### config.mk
export PLATFORM = sky130hd
export DESIGN_NAME = debug_cmd_dispatcher
export DESIGN_NICKNAME = d
export VERILOG_FILES = /design/src/rtl/debug_cmd_dispatcher_pkg.sv /design/src/rtl/debug_cmd_dispatcher.sv
export SDC_FILE = /design/constraint.sdc
export NUM_CORES = 1
export LEC_CHECK = 0
export CAP_MARGIN = 20
export CELL_PAD_IN_SITES_DETAIL_PLACEMENT = 0
export CELL_PAD_IN_SITES_GLOBAL_PLACEMENT = 1
export CORE_MARGIN = 1.5
export CORE_UTILIZATION = 34
export DETAILED_ROUTE_END_ITERATION = 16
export PLACE_DENSITY_LB_ADDON = 0.1
export SYNTH_ARGS = -nofsm -noshare
export SYNTH_HDL_FRONTEND = slang
export SYNTH_SLANG_ARGS = --single-unit
export TNS_END_PERCENT = 30
### constraint.sdc
create_clock -name clk -period 1.7 [get_ports clk]
set_input_delay 0.34 -clock clk [delete_from_list [all_inputs] [get_ports clk]]
set_output_delay 0.34 -clock clk [all_outputs]
set_load 0.01 [all_outputs]
### src/rtl/debug_cmd_dispatcher_pkg.sv
// Shared DebugUnit constants: command bytes, dispatcher state/mode encodings,
// and the command classifier used by the dispatcher's DECODE state.
package debug_cmd_dispatcher_pkg;

  localparam int UART_BITS = 8;

  localparam logic [UART_BITS-1:0] CMD_LOAD = 8'h4C;
  localparam logic [UART_BITS-1:0] CMD_RUN  = 8'h52;
  localparam logic [UART_BITS-1:0] CMD_STEP = 8'h53;
  localparam logic [UART_BITS-1:0] CMD_EXIT = 8'h45;
  localparam logic [UART_BITS-1:0] NAK_BYTE = 8'h3F;

  typedef enum logic [2:0] {
    ST_IDLE      = 3'd0,
    ST_DECODE    = 3'd1,
    ST_START     = 3'd2,
    ST_WAIT_DONE = 3'd3,
    ST_ACK       = 3'd4,
    ST_WAIT_ACK  = 3'd5,
    ST_STEP_IDLE = 3'd6
  } state_t;

  typedef enum logic [1:0] {
    MODE_LOAD = 2'd0,
    MODE_RUN  = 2'd1,
    MODE_STEP = 2'd2
  } mode_t;

  typedef enum logic [2:0] {
    OP_LOAD,
    OP_RUN,
    OP_STEP,
    OP_EXIT,
    OP_NAK
  } op_t;

  // Load/run are refused while stepping; exit is only meaningful while stepping.
  function automatic op_t decode_cmd(input logic [UART_BITS-1:0] b, input logic step_mode);
    op_t op;
    op = OP_NAK;
    if (b == CMD_LOAD && !step_mode)     op = OP_LOAD;
    else if (b == CMD_RUN && !step_mode) op = OP_RUN;
    else if (b == CMD_STEP)              op = OP_STEP;
    else if (b == CMD_EXIT && step_mode) op = OP_EXIT;
    return op;
  endfunction

endpackage

### src/rtl/debug_cmd_dispatcher.sv
// DebugUnit command sequencer: decodes host bytes, runs one sub-FSM at a time.
// Define DBG_DISPATCH_ACK_EN to echo an ack/NAK byte per command over the UART.
module debug_cmd_dispatcher
  import debug_cmd_dispatcher_pkg::*;
(
  input  logic                 clk,
  input  logic                 rst,
  input  logic [UART_BITS-1:0] i_rx_data,
  input  logic                 i_rx_done,
  input  logic                 i_load_done,
  input  logic                 i_run_done,
  input  logic                 i_step_done,
  input  logic                 i_tx_done,
  output logic                 o_load_start,
  output logic                 o_run_start,
  output logic                 o_step_start,
  output logic                 o_tx_start,
  output logic [UART_BITS-1:0] o_tx_data,
  output logic                 o_busy,
  output logic                 o_step_mode,
  output logic                 o_drop
);

  state_t               state, state_nxt;
  mode_t                mode, mode_nxt;
  logic                 step_mode, step_mode_nxt;
  logic [UART_BITS-1:0] cmd;
  logic                 drop_q;
  logic                 idle_like;
  logic                 sel_done;
  op_t                  op;

  assign idle_like = (state == ST_IDLE) || (state == ST_STEP_IDLE);
  assign op        = decode_cmd(cmd, step_mode);

  always_comb begin
    sel_done = 1'b0;
    unique case (mode)
      MODE_LOAD: sel_done = i_load_done;
      MODE_RUN:  sel_done = i_run_done;
      MODE_STEP: sel_done = i_step_done;
      default:   sel_done = 1'b0;
    endcase
  end

`ifdef DBG_DISPATCH_ACK_EN
  logic                 nak, nak_nxt;
  logic [UART_BITS-1:0] tx_data;

  always_comb begin
    state_nxt     = state;
    mode_nxt      = mode;
    step_mode_nxt = step_mode;
    nak_nxt       = nak;
    unique case (state)
      ST_IDLE, ST_STEP_IDLE:
        if (i_rx_done) state_nxt = ST_DECODE;
      ST_DECODE: begin
        nak_nxt = 1'b0;
        unique case (op)
          OP_LOAD: begin mode_nxt = MODE_LOAD; state_nxt = ST_START; end
          OP_RUN:  begin mode_nxt = MODE_RUN;  state_nxt = ST_START; end
          OP_STEP: begin
            mode_nxt      = MODE_STEP;
            step_mode_nxt = 1'b1;
            state_nxt     = ST_START;
          end
          OP_EXIT: begin step_mode_nxt = 1'b0; state_nxt = ST_ACK; end
          default: begin nak_nxt = 1'b1; state_nxt = ST_ACK; end
        endcase
      end
      ST_START:     state_nxt = ST_WAIT_DONE;
      ST_WAIT_DONE: if (sel_done) state_nxt = ST_ACK;
      ST_ACK:       state_nxt = ST_WAIT_ACK;
      ST_WAIT_ACK:
        if (i_tx_done) state_nxt = step_mode ? ST_STEP_IDLE : ST_IDLE;
      default:      state_nxt = ST_IDLE;
    endcase
  end

  // ACK lasts a single cycle, so loading on entry keeps the byte stable until tx_done.
  always_ff @(posedge clk or posedge rst) begin
    if (rst) begin
      nak     <= 1'b0;
      tx_data <= '0;
    end else begin
      nak <= nak_nxt;
      if (state_nxt == ST_ACK && state != ST_ACK)
        tx_data <= nak_nxt ? NAK_BYTE : cmd;
    end
  end

  assign o_tx_start = (state == ST_ACK);
  assign o_tx_data  = tx_data;
`else
  logic tx_done_unused;
  assign tx_done_unused = i_tx_done;

  always_comb begin
    state_nxt     = state;
    mode_nxt      = mode;
    step_mode_nxt = step_mode;
    unique case (state)
      ST_IDLE, ST_STEP_IDLE:
        if (i_rx_done) state_nxt = ST_DECODE;
      ST_DECODE: begin
        unique case (op)
          OP_LOAD: begin mode_nxt = MODE_LOAD; state_nxt = ST_START; end
          OP_RUN:  begin mode_nxt = MODE_RUN;  state_nxt = ST_START; end
          OP_STEP: begin
            mode_nxt      = MODE_STEP;
            step_mode_nxt = 1'b1;
            state_nxt     = ST_START;
          end
          OP_EXIT: begin step_mode_nxt = 1'b0; state_nxt = ST_IDLE; end
          default: state_nxt = step_mode ? ST_STEP_IDLE : ST_IDLE;
        endcase
      end
      ST_START: state_nxt = ST_WAIT_DONE;
      ST_WAIT_DONE:
        if (sel_done) state_nxt = step_mode ? ST_STEP_IDLE : ST_IDLE;
      default:  state_nxt = ST_IDLE;
    endcase
  end

  assign o_tx_start = 1'b0;
  assign o_tx_data  = '0;
`endif

  always_ff @(posedge clk or posedge rst) begin
    if (rst) begin
      state     <= ST_IDLE;
      mode      <= MODE_LOAD;
      step_mode <= 1'b0;
      cmd       <= '0;
      drop_q    <= 1'b0;
    end else begin
      state     <= state_nxt;
      mode      <= mode_nxt;
      step_mode <= step_mode_nxt;
      if (idle_like && i_rx_done) cmd <= i_rx_data;
      // Registered so o_drop stays Moore; it trails the discarded strobe by one edge.
      drop_q    <= i_rx_done && !idle_like;
    end
  end

  assign o_load_start = (state == ST_START) && (mode == MODE_LOAD);
  assign o_run_start  = (state == ST_START) && (mode == MODE_RUN);
  assign o_step_start = (state == ST_START) && (mode == MODE_STEP);
  assign o_busy       = !idle_like;
  assign o_step_mode  = step_mode;
  assign o_drop       = drop_q;

endmodule

==> results of run 1 <==
==> flip-flops by register name (all words and copies together) (netlist names) <==
register,cells
o_drop,1
mode,2
state,3
cmd,8
o_step_mode,1
==> final timing paths <==
path                                    startpoint                   to  slack (ns)
max in group asynchronous                      rst  mode[0]$_DFFE_PP0P_        1.18
min reg2reg                     cmd[6]$_DFFE_PP0P_   cmd[6]$_DFFE_PP0P_        0.53
max reg2reg                   state[1]$_DFFE_PP0P_  mode[0]$_DFFE_PP0P_        0.10
min                                            rst   cmd[5]$_DFFE_PP0P_        0.34
min in group clk                cmd[6]$_DFFE_PP0P_   cmd[6]$_DFFE_PP0P_        0.53
max                        o_step_mode$_DFFE_PP0P_          o_step_mode        0.09
==> kinds of logic (layout without fill, tap and decap cells) <==
logic type / after synthesis / in the layout / synth area share
AND/OR/NAND/NOR: 18 / 18 / 0.1913
AO/OA/AOI/OAI: 15 / 15 / 0.1280
flip-flops: 15 / 15 / 0.4219
buffers and inverters: 14 / 36 / 0.09703
multiplexers: 9 / 9 / 0.1463
adder cells (fa/ha/maj): 1 / 1 / 0.01125
other: 1 / 9 / 0.004215
==> tightest hold or removal path: cells and delay by family <==
family	cells	cell delay, ns
buf+inv	3	0.66
==> cell usage in the layout, fill, tap and decap left out, types with 3 or more instances in the layout <==
master	netlist	layout
dfrtp_1	15	15
clkdlybuf4s50_1	0	15
buf_4	9	8
clkbuf_4	0	3
mux2_4	8	8
conb_1	1	9
inv_1	4	4
==> final cells by class <==
class                   count  area (um2)
well taps                  30       37.54
clock buffers               4       26.28
flip-flops and latches     15       375.4
repair buffers             27       230.2
multi-input cells          52       475.5
inverters                   5       18.77
fillers                   254        1314
==> routing by layer <==
layer | global-route usage | part of all wire | vias to the layer above
met1 | 0.1775 | 0.45 | 303
li1 | - | - | 313
met4 | 0.07500 | 0.016 | 0
met3 | 0.04167 | 0.043 | 4
met2 | 0.2108 | 0.49 | 15
met5 | 0 | 0 | -
==> power groups by stage <==
stage	combinational (mW)	clock, mW	sequential [mW]
after floorplan	0.608	0	0.649
after global placement	0.916	0	0.647
after detailed placement	0.922	0	0.650
after CTS	0.906	0.226	0.649
after global routing	0.983	0.233	0.677
final	0.903	0.209	0.649
==> what timing repair did <==
action | 4_1_cts | 5_1_grt
gates resized for setup | 12 | 7
hold endpoints to repair | 0 | 0
cloned | 0 | 0
buffers inserted | 0 | 0
setup endpoints to repair | 4 | 4
==> per-stage QoR <==
| step | hold WS (ns) | setup TNS, ns | setup slack (ns) | instance area [um2] |
|---|---|---|---|---|
| floorplan | 0.2415 | 0 | 0.2307 | 919.6 |
| global placement | 0.4990 | -0.05833 | -0.04504 | 1140 |
| detailed placement | 0.5182 | -0.1688 | -0.1036 | 1140 |
| CTS | 0.3404 | -0.01237 | -0.01237 | 1160 |
| global route | 0.3794 | 0 | 0.01307 | 1164 |
| finish | 0.3437 | 0 | 0.08807 | 1164 |
==> results.txt, run 1 <==
Status = completed
WL/cell = 12.69 um
Die ar. = 0.002932 mm2
Input/output buffers = 19
Mapped Area = 889.6 um2
Initial Util = 0.3591
Yosys top cell area share = 0.4219
RePlAce Congestion = 0.8102
Grt total ovfl = 0
Clock Power Share = 0.119
FF-to-FF path depth = 5
DP Wirelength = 1289 um
Antenna diodes = 0
Placed Cells = 129
Area grow syn2layout = 30.80%
Longest Clk Path Bufs = 2
CP Max Fanout = 4
I/O pins = 30
Sw Pwr = 0.6270 mW
Worst Setup Path Type = flop to output port
PD cells = 1514 mW/mm2
Total CTS buffers = 3
Sequential power share = 0.368
Post-synth ARST share = 1.000
Hold Buf Count CTS = 0
Yosys cell types = 35
Share of cells above drive strength 1 = 0.3204
Top_reg_cell synth = dfrtp_1
EDFF count, synth = 0
Initial antenna violation count = 0
Post-synth top area cell = dfrtp_1
Min Tclk post-route = 1.612 ns
Post-layout util = 0.4697
H-tree depth = 1
Non-Filler Instances = 133
Synth top area cells = dfrtp_1, mux2_4, buf_4
Clk sinks = 15
Unrepaired setup endpoints after global routing = false
Root Driver = clkbuf_4
Slew Viols, Final = 0
Largest net degree at the start of global routing = 16
Critical path depth = 1
P_int = 1.135 mW
Part of the power in combinational logic = 0.513
Part of the cycle the worst path needs = 0.9482
Starting DRT DRC Count = 11
Synth Register Bits = 15
Final setup viols = 0
Total iterations of the first detailed-routing run = 4
Final Hold Viols = 0
Nature of the critical path endpoint = output port
Residual DRC count = 0
Final #Nets = 119
Latest clock arrival within the worst-skew pair = 0.28 ns
Vias = 635
Max stage delay on crit path = 0.56 ns
WP buf/inv = 1
Worst path required time = 1.36 ns
Core footprint = 0.002477 mm2
Row count = 18
Synth Instances = 73
Critical path's top delay family = buffers and inverters
Max VDD drop = 845.0 uV
CP startpoint kind = flop
Reg clk slew, reported paths = 0.09 ns
Syn Area/Cell = 12.19 um2
Vias in the first global route = 626
Synth warnings = 0
Global-route wire length before repair = 2794 um
Most frequent cells after synthesis = dfrtp_1, buf_4, mux2_4
Most numerous cell in the Yosys netlist = dfrtp_1
Critical-path cell list = clkdlybuf4s50_1
Total Power = 1.762 mW
Final WL = 1688 um
Final ANT Viol Nets = 0
CP max stage cell = clkdlybuf4s50_1
Fin Clk Skew = 0.003177 ns
Switching Share = 0.3558
Die Wd = 54.15 um
Die span in y = 54.15 um
MaxCap Viol Count = 0
Max Fclk = 620.4 MHz
Worst hold path type = primary input to async pin
CTS tree = done
Via/cell ratio = 4.774
Crit path arrival time = 1.27 ns
Post-synthesis sequential area ratio = 0.4219
GR Util All Layers = 0.1397
Static leakage = 0.5330 nW
Power figures use the tool's default switching activity.
==> run 2: changes to the inputs <==
--- a/config.mk
+++ b/config.mk
@@ -12,6 +12,7 @@
 export CORE_UTILIZATION = 34
 export DETAILED_ROUTE_END_ITERATION = 16
 export PLACE_DENSITY_LB_ADDON = 0.1
+export RECOVER_POWER = 100
 export SYNTH_ARGS = -nofsm -noshare
 export SYNTH_HDL_FRONTEND = slang
 export SYNTH_SLANG_ARGS = --single-unit
==> results.txt, run 2 (synthesis gave the netlist of run 1 again) <==
Total CTS buffers = 3 (unchanged)
Area post-placement = 0.001140 mm2 (unchanged)
Measured slew at the worst slew-check pin = 0.8233 ns
H-tree depth = 1 (unchanged)
Critical path depth = 5 (was 1)
Switching Share = 0.3623 (was 0.3558)
Critical-path cell list = clkbuf_1, nand3b_1, clkbuf_2, nor2_8, mux2_4 (was clkdlybuf4s50_1)
Crit path arrival time = 1.78 ns (was 1.27 ns)
Vias in the first global route = 626 (unchanged)
Most frequent cells in the layout = dfrtp_1, clkdlybuf4s50_1, conb_1, mux2_4, clkbuf_1 (was dfrtp_1, clkdlybuf4s50_1, conb_1, mux2_4, buf_4)
Max Fclk = 624.7 MHz (was 620.4 MHz)
Grt total ovfl = 0 (unchanged)
Min Hold Slack = 0.5283 ns (was 0.3437 ns)
Length of routed met2 wiring = 833 um (was 820 um)
Min Tclk post-route = 1.601 ns (was 1.612 ns)
Initial Util = 0.3591 (unchanged)
Top layer reached by signal wires = met4 (unchanged)
Total Power = 1.690 mW (was 1.762 mW)
CP max stage cell = dfrtp_1 (was clkdlybuf4s50_1)
Max VDD drop = 801.2 uV (was 845.0 uV)
Initial antenna violation count = 0 (unchanged)
Unrepaired setup endpoints after global routing = false (unchanged)
Final WL = 1684 um (was 1688 um)
Share of cells above drive strength 1 = 0.2718 (was 0.3204)
Final instance area = 0.001136 mm2 (was 0.001164 mm2)
DR WL met3 = 73 um (unchanged)
Via/cell ratio = 4.759 (was 4.774)
P_int = 1.078 mW (was 1.135 mW)
Die ar. = 0.002932 mm2 (unchanged)
DP Wirelength = 1289 um (unchanged)
Worst hold path type = flop to flop (was primary input to async pin)
Reg with most FFs = cmd (unchanged)
Commonest non-fill, non-tap cell in the layout = dfrtp_1
Slew Viols, Final = 0 (unchanged)
Max-slew headroom = 0.4511
Sw Pwr = 0.6122 mW (was 0.6270 mW)
CP startpoint kind = flop (unchanged)
Longest Clk Path Bufs = 2 (unchanged)
Max stage delay on crit path = 0.44 ns (was 0.56 ns)
Row count = 18 (unchanged)
Max reg flops = 8 (unchanged)
MaxCap Viol Count = 0 (unchanged)
Global-route wire length before repair = 2794 um (unchanged)
FF-to-FF path depth = 5 (unchanged)
Largest regs = cmd (8), state (3), mode (2) (unchanged)
Hold Buf Count CTS = 0 (unchanged)
PD cells = 1487 mW/mm2 (was 1514 mW/mm2)
Antenna diodes = 0 (unchanged)
Residual DRC count = 0 (unchanged)
Part of the cycle the worst path needs = 0.9417 (was 0.9482)
Critical path's top delay family = flip-flops (was buffers and inverters)
Input/output buffers = 19 (unchanged)
Nature of the critical path endpoint = flop (was output port)
TNS Setup = 0 ns (unchanged)
WL met1 = 749 um (was 767 um)
Fin Clk Skew = 0.002581 ns (was 0.003177 ns)
CTS tree = done (unchanged)
Die Wd = 54.15 um (unchanged)
Hold depth = 1
Final #Nets = 119 (unchanged)
Worst path required time = 1.88 ns (was 1.36 ns)
Vias = 633 (was 635)
Root Driver = clkbuf_4 (unchanged)
Latest clock arrival within the worst-skew pair = 0.28 ns (about the same)
Post-layout util = 0.4586 (was 0.4697)
Part of the power in combinational logic = 0.493 (was 0.513)
Area grow syn2layout = 27.71% (was 30.80%)
WP buf/inv = 2 (was 1)
I/O pins = 30 (unchanged)
Clock Power Share = 0.123 (was 0.119)
Postcts setup bufs = 0 (unchanged)
Sequential power share = 0.384 (was 0.368)
Die span in y = 54.15 um (unchanged)
Total iterations of the first detailed-routing run = 4 (unchanged)
Final ANT Viol Nets = 0 (unchanged)
Worst Setup Path Type = flop to flop (was flop to output port)
RePlAce Congestion = 0.8102 (unchanged)
Status = completed (unchanged)
Static leakage = 0.5083 nW (was 0.5330 nW)
GR Util All Layers = 0.1397 (unchanged)
WL/cell = 12.66 um (was 12.69 um)
Final setup viols = 0 (unchanged)
Final Hold Viols = 0 (unchanged)
Largest net degree at the start of global routing = 16 (unchanged)
Starting DRT DRC Count = 11 (unchanged)
CP Max Fanout = 8 (was 4)
Reg clk slew, reported paths = 0.09 ns (about the same)
Core footprint = 0.002477 mm2 (unchanged)
Clk sinks = 15 (unchanged)
[run 2: worst paths after layout]
path | endpoint | slack [ns] | startpoint
worst max-delay path | cmd[3]$_DFFE_PP0P_ | 0.1 | state[0]$_DFFE_PP0P_
worst min-delay path | cmd[6]$_DFFE_PP0P_ | 0.53 | cmd[6]$_DFFE_PP0P_
worst max register to register | cmd[3]$_DFFE_PP0P_ | 0.1 | state[0]$_DFFE_PP0P_
worst min register to register | cmd[6]$_DFFE_PP0P_ | 0.53 | cmd[6]$_DFFE_PP0P_
max in group asynchronous | mode[0]$_DFFE_PP0P_ | 0.48 | rst
min in group asynchronous | cmd[5]$_DFFE_PP0P_ | 0.71 | rst
[run 2: worst reg2reg max path, cell delays in order, from the launching register on]
cell      delay [ns]
dfrtp_1         0.44
clkbuf_1        0.16
nand3b_1        0.18
clkbuf_2        0.17
nor2_8          0.21
mux2_4          0.33
[run 2: power by group through the flow]
stage	sequential, mW	clock (mW)	combinational [mW]
6_report	0.648	0.208	0.833
5_1_grt	0.676	0.233	0.912
4_1_cts	0.649	0.226	0.906
3_5_place_dp	0.650	0	0.922
3_3_place_gp	0.647	0	0.916
2_1_floorplan	0.649	0	0.608
[run 2: through the flow]
| stage | std cells | worst slack (ns) |
|---|---|---|
| 2_1_floorplan | 81 | 0.2307 |
| 3_3_place_gp | 129 | -0.04504 |
| 3_5_place_dp | 129 | -0.1036 |
| 4_1_cts | 133 | -0.01237 |
| 5_1_grt | 133 | 0.01498 |
| 6_report | 133 | 0.09912 |
[run 2: layer usage]
layer / up-vias / global-route usage
met5: - / 0
met2: 15 / 0.2108
met1: 300 / 0.1775
li1: 314 / -
met4: 0 / 0.07500
met3: 4 / 0.04167
[run 2: layout make-up]
type / instances / area (um2)
Clock buffer: 4 / 26.28
Inverter: 5 / 18.77
Fill cell: 261 / 1341
Timing Repair Buffer: 27 / 215.2
Tap cell: 30 / 37.54
Sequential cell: 15 / 375.4
Multi-Input combinational cell: 52 / 462.9
[run 2: repair_timing]
| action | in CTS | in global routing |
|---|---|---|
| gates resized for setup | 12 | 7 |
| setup endpoints to repair | 4 | 4 |
| pin swaps | 0 | 0 |
